## config.mk

```make
export PLATFORM = sky130hd
export DESIGN_NAME = fpu_cmp_arb
export DESIGN_NICKNAME = d
export VERILOG_FILES = /design/src/rtl/fpu_pkg.sv /design/src/rtl/rr_arbiter.sv /design/src/rtl/fpu_cmp_arb.sv
export SDC_FILE = /design/constraint.sdc
export NUM_CORES = 1
export LEC_CHECK = 0
export CAP_MARGIN = 20
export CORE_UTILIZATION = 40
export DETAILED_ROUTE_END_ITERATION = 12
export PLACE_DENSITY = 0.89
export SLEW_MARGIN = 5
export SYNTH_ARGS = -nofsm -noshare
export SYNTH_HDL_FRONTEND = slang
export SYNTH_SLANG_ARGS = --single-unit
```

## constraint.sdc

```tcl
create_clock -name aclk -period 3.75 [get_ports aclk]
set_input_delay 0.375 -clock aclk [delete_from_list [all_inputs] [get_ports aclk]]
set_output_delay 0.375 -clock aclk [all_outputs]
set_load 0.01 [all_outputs]
```

## src/rtl/fpu_pkg.sv

```systemverilog
// Shared types for the compare-unit arbiter: opcode encoding and controller states.
package fpu_pkg;

    typedef enum logic [2:0] {
        OP_EQ = 3'd0,
        OP_NE = 3'd1,
        OP_LE = 3'd2,
        OP_GE = 3'd3,
        OP_LT = 3'd4,
        OP_GT = 3'd5
    } cmp_op_t;

    typedef enum logic [1:0] {
        ST_IDLE,
        ST_BUSY,
        ST_DRAIN
    } arb_state_t;

    // Encodings 6 and 7 have no compare meaning and are bounced at accept.
    function automatic logic op_legal(input logic [2:0] op);
        return op <= 3'(OP_GT);
    endfunction

endpackage

```

## src/rtl/rr_arbiter.sv

```systemverilog
// Round-robin grant: lowest requesting index at or after ptr wins, wrapping to index 0.
module rr_arbiter #(
    parameter int N  = 2,
    parameter int PW = 1
) (
    input  logic [N-1:0]  req,
    input  logic [PW-1:0] ptr,
    output logic [N-1:0]  grant
);

    logic [N-1:0] hi_mask;
    logic [N-1:0] masked;
    logic [N-1:0] pick;

    // Requests at or above ptr take priority; fall back to the full vector on wrap.
    always_comb begin
        hi_mask = ~((N'(1) << ptr) - N'(1));
        masked  = req & hi_mask;
        pick    = (|masked) ? masked : req;
        grant   = pick & (~pick + N'(1));
    end

endmodule

```

## src/rtl/fpu_cmp_arb.sv

```systemverilog
// Arbitrates N_REQ requesters onto one shared FP compare unit, with timeout and
// illegal-opcode rejection; the response is routed back to the owning requester.
module fpu_cmp_arb
    import fpu_pkg::*;
#(
    parameter int N_REQ   = 2,
    parameter int TIMEOUT = 16
) (
    input  logic                   aclk,
    input  logic                   aresetn,
    input  logic [N_REQ-1:0]       req_valid,
    output logic [N_REQ-1:0]       req_ready,
    input  logic [N_REQ-1:0][31:0] req_a,
    input  logic [N_REQ-1:0][31:0] req_b,
    input  logic [N_REQ-1:0][2:0]  req_op,
    output logic [N_REQ-1:0]       rsp_valid,
    output logic [31:0]            rsp_data,
    output logic                   rsp_err,
    output logic                   fu_valid,
    output logic [31:0]            fu_a,
    output logic [31:0]            fu_b,
    output logic [2:0]             fu_op,
    input  logic [31:0]            fu_c_data,
    input  logic                   fu_done
);

    localparam int PW = (N_REQ > 2) ? 2 : 1;
    localparam int CW = $clog2(TIMEOUT + 1);

    arb_state_t       state, state_nxt;
    logic [PW-1:0]    rr_ptr, owner, acc_id;
    logic [N_REQ-1:0] grant;
    logic [CW-1:0]    cnt;
    logic [31:0]      a_q, b_q;
    logic [2:0]       op_q;
    logic             acc, acc_legal, tmo;

    rr_arbiter #(.N(N_REQ), .PW(PW)) u_rr (
        .req   (req_valid),
        .ptr   (rr_ptr),
        .grant (grant)
    );

    always_comb begin
        req_ready = (state == ST_IDLE) ? grant : '0;
        acc       = |req_ready;
        acc_id    = '0;
        for (int i = 0; i < N_REQ; i++)
            if (grant[i]) acc_id = PW'(i);
        acc_legal = op_legal(req_op[acc_id]);
        tmo       = (cnt == CW'(TIMEOUT - 1));
        fu_valid  = (state == ST_BUSY) && !fu_done;
        fu_a      = a_q;
        fu_b      = b_q;
        fu_op     = op_q;
    end

    always_ff @(posedge aclk) begin
        if (!aresetn) state <= ST_IDLE;
        else          state <= state_nxt;
    end

    always_comb begin
        state_nxt = state;
        case (state)
            ST_IDLE:  if (acc && acc_legal) state_nxt = ST_BUSY;
            ST_BUSY:  if (fu_done || tmo)   state_nxt = ST_DRAIN;
            ST_DRAIN: if (!fu_done)         state_nxt = ST_IDLE;
            default:                        state_nxt = ST_IDLE;
        endcase
    end

    always_ff @(posedge aclk) begin
        if (!aresetn) begin
            rr_ptr    <= '0;
            owner     <= '0;
            cnt       <= '0;
            a_q       <= '0;
            b_q       <= '0;
            op_q      <= '0;
            rsp_valid <= '0;
            rsp_data  <= '0;
            rsp_err   <= 1'b0;
        end else begin
            rsp_valid <= '0;
            case (state)
                ST_IDLE: if (acc) begin
                    rr_ptr <= (acc_id == PW'(N_REQ - 1)) ? '0 : acc_id + PW'(1);
                    owner  <= acc_id;
                    cnt    <= '0;
                    if (acc_legal) begin
                        a_q  <= req_a[acc_id];
                        b_q  <= req_b[acc_id];
                        op_q <= req_op[acc_id];
                    end else begin
                        rsp_valid[acc_id] <= 1'b1;
                        rsp_data          <= '0;
                        rsp_err           <= 1'b1;
                    end
                end
                ST_BUSY: begin
                    if (fu_done) begin
                        rsp_valid[owner] <= 1'b1;
                        rsp_data         <= fu_c_data;
                        rsp_err          <= 1'b0;
                    end else if (tmo) begin
                        // Unit never answered: report the error and abandon it.
                        rsp_valid[owner] <= 1'b1;
                        rsp_data         <= '0;
                        rsp_err          <= 1'b1;
                    end else begin
                        cnt <= cnt + CW'(1);
                    end
                end
                default: ;
            endcase
        end
    end

endmodule

```

==> impl_results.md <==
- Syn Inst Count: 662
- Fillers: 1113
- Ant diodes: 0
- Largest stage delay on the critical path: 0.57 ns
- Root buf cell: clkbuf_16
- Worst-path cell chain: clkdlybuf4s50_1 > nand2b_2 > nand2_1 > nor2_1 > clkdlybuf4s50_1
- Vias per inst: 5.42
- Most used cell, CP: clkdlybuf4s50_1
- Synth Net Count: 835
- Slew HR: 0.469
- Initial Util: 0.417
- DR pass1 iterations: 4
- Power per cell area: 368 nW/µm²
- Post-synth cell types: 40
- DRT iter0 DRCs: 298
- Worst path depth: 5
- Skew-Pair Late Insertion Delay: 0.34 ns
- Nets@finish: 1065
- Setup Crit Path Kind: in2out
- Final setup fails: 0
- Share of cells above drive strength 1: 0.0535
- Worst path top cell family by delay: buffers and inverters
- Number of nets still failing antenna checks after routing: 0
- Startpoint types: primary input
- Layout Skew: 0.00633 ns
- H-tree levels: 3
- Final min period: 2.63 ns
- Vias in the first global route: 5307
- CTS resizes: 0
- R2R setup slack: 1.29 ns
- Reg clk slew, reported paths: 0.07 ns
- DP HPWL: 12100 µm
- Cell Area, Placed: 8380 µm²
- Setup crit end kind: output port
- R2r endpoint: fu_a[27]
- CP Launch Point: req_valid[0]
- CTS tree: built
- Num Clock Sinks: 111
- Worst setup endpoint: req_ready[1]
- Tightest Pin Transition: 0.796 ns
- Routed WL: 16600 µm
- Post-synthesis register bit count: 111
- Register Area: 2220 µm²
- CTS Buffer Depth: 2
- First-pass GRT wire length: 26100 µm
- Cell area after synthesis: 5630 µm²
- Vias: 5820
- Final hold violations: 0
- Max frequency: 381 MHz
- Final worst setup slack: 1.12 ns
- Static leakage: 3.33 nW
- Gr usage total: 0.225
- Max Cap Violations: 0
- CP Max Fanout: 39
- Layout area overhead: 54.0%
- Syn. warnings: 0
- Worst flop-to-flop path startpoint: rr_ptr
- Largest net degree at the start of global routing: 72
- Die Wd: 121 µm
- IO Port Bufs: 275
- DIE HEIGHT: 121 µm
- HP Class: in2reg
- Max IR drop VDD: 0.213 mV
- Setup TNS: 0 ns
- Max-slew violations: 0
- Area of the multi-input gates: 3060 µm²
- # DRC: 0
- Required time of the worst setup path: 3.38 ns
- Cells on worst reg2reg path: 5
- GRT overflow: 0
- Row count: 42
- DIE AREA: 14500 µm²
- CP bufs+invs: 2
- Initial antenna violation count: 0
- Setup Buffers After CTS: 0
- Critical path arrival: 2.25 ns
- Post-synthesis sequential area ratio: 0.395
- # hold bufs at CTS: 0
- Design Area, Final: 8670 µm²
- Util after Layout: 0.642
- Routability cong.: 0.783
- RSZ-0062 raised after global routing: false
- CTS buffer count: 9
- Io pins: 276
- Status: completed
- Drt wl/cell: 15.5 µm
- Place WS: 0.807 ns
- Core Region: 13500 µm²
- Final period utilization: 0.700
- Syn avg cell area: 8.50 µm²
- Slowest CP cell: clkdlybuf4s50_1
## registers in the layout, summed over array words and instances, names as in the netlist, 2 cells and up
register	count
rsp_data	32
rsp_valid	2
cnt	5
fu_op	3
state	2
fu_a	32
fu_b	32
## per-layer routing
layer	up-vias	routed length, µm	GRT usage
met5	-	0	0
met4	0	390	0.0864
met3	31	1430	0.0660
met2	246	7990	0.387
met1	2668	6820	0.262
li1	2875	-	-
## report_power, final
part | switching [mW] | internal (mW) | leakage (nW)
combinational | 0.419 | 0.502 | 2.28
clock | 0.440 | 0.490 | 0.139
sequential | 0.0573 | 1.28 | 0.909
total | 0.916 | 2.27 | 3.33
## area by class of cell
cell class                      count  share of cell area
Sequential cell                   111               0.256
Clock buffer                       12              0.0296
Tap cell                          176              0.0254
Multi-Input combinational cell    474               0.353
Inverter                            6             0.00260
Timing Repair Buffer              290               0.329
Clock inverter                      4             0.00346
## logic make-up (layout without fill, tap and decap cells)
family                   count (synthesis)  in the layout  synth area share
multiplexers                            51             51            0.0907
buffers and inverters                   77            312            0.0638
AND/OR/NAND/NOR                        207            207             0.174
AO/OA/AOI/OAI                          212            212             0.269
XOR/XNOR                                 2              2           0.00311
adder cells (fa/ha/maj)                  2              2           0.00445
flip-flops                             111            111             0.395
## layout by cell type (no fill, tap or decap), drive strengths merged, types with 2 or more instances in the layout
cell / n
clkdlybuf4s50: 273
nand2: 119
dfxtp: 111
and3: 54
a21boi: 51
mux2i: 51
o21ai: 51
a311oi: 47
a21oi: 36
buf: 17
a41oi: 15
nor2: 14
clkbuf: 12
inv: 5
nand4: 4
clkinv: 4
o21a: 3
nand2b: 3
and3b: 3
nand3: 2
or2: 2
nor3: 2
xor2: 2
a22oi: 2
ha: 2
a211oi: 2
## Yosys cell counts, drive strengths merged
cell | number | area (µm²)
o31ai | 1 | 7.51
a2111oi | 1 | 8.76
a21o | 1 | 7.51
a311oi | 47 | 468
o31a | 1 | 8.76
dfxtp | 111 | 2220
or2 | 2 | 12.5
nor2 | 14 | 52.6
a21boi | 51 | 383
o21ai | 51 | 255
nand4 | 4 | 31.3
nand2b | 3 | 18.8
inv | 5 | 18.8
ha | 2 | 25.0
a211oi | 2 | 15.0
nor3 | 2 | 10.0
nand3 | 2 | 10.0
a21oi | 36 | 180
a41oi | 15 | 131
xor2 | 2 | 17.5
and2 | 1 | 6.26
a22oi | 2 | 15.0
nand2 | 119 | 447
nor3b | 1 | 7.51
buf | 26 | 168
and3b | 3 | 26.3
o21a | 3 | 22.5
mux2i | 51 | 510
clkinv | 1 | 3.75
a32o | 1 | 10.0
nor4b | 1 | 15.0
and3 | 54 | 338
clkbuf | 45 | 169
nor2b | 1 | 6.26
## worst min path at each step
stage	from	end	slack, ns	cells after the start
finish	aresetn	state[0]	0.42	2
global route	aresetn	state[0]	0.43	2
CTS	aresetn	state[0]	0.42	2
detailed placement	fu_a[19]	fu_a[19]	0.45	2
global placement	fu_b[19]	fu_b[19]	0.44	2
floorplan	owner	rsp_valid[1]	0.44	2
## worst reg2reg max path, cell delays in order, from the launching register on
cell and delay, ns:
dfxtp_1 0.37, nand2b_2 0.57, a21o_1 0.23, buf_4 0.21, and3b_1 0.71, a311oi_2 0.20
## stage by stage
step	total power [mW]	hold WS, ns	instances
CTS	3.22	0.417	1073
finish	3.19	0.424	1073
global route	3.35	0.431	1073
global placement	2.27	0.444	1057
floorplan	1.83	0.444	662
detailed placement	2.29	0.453	1057
(Power assumes the default switching activity.)
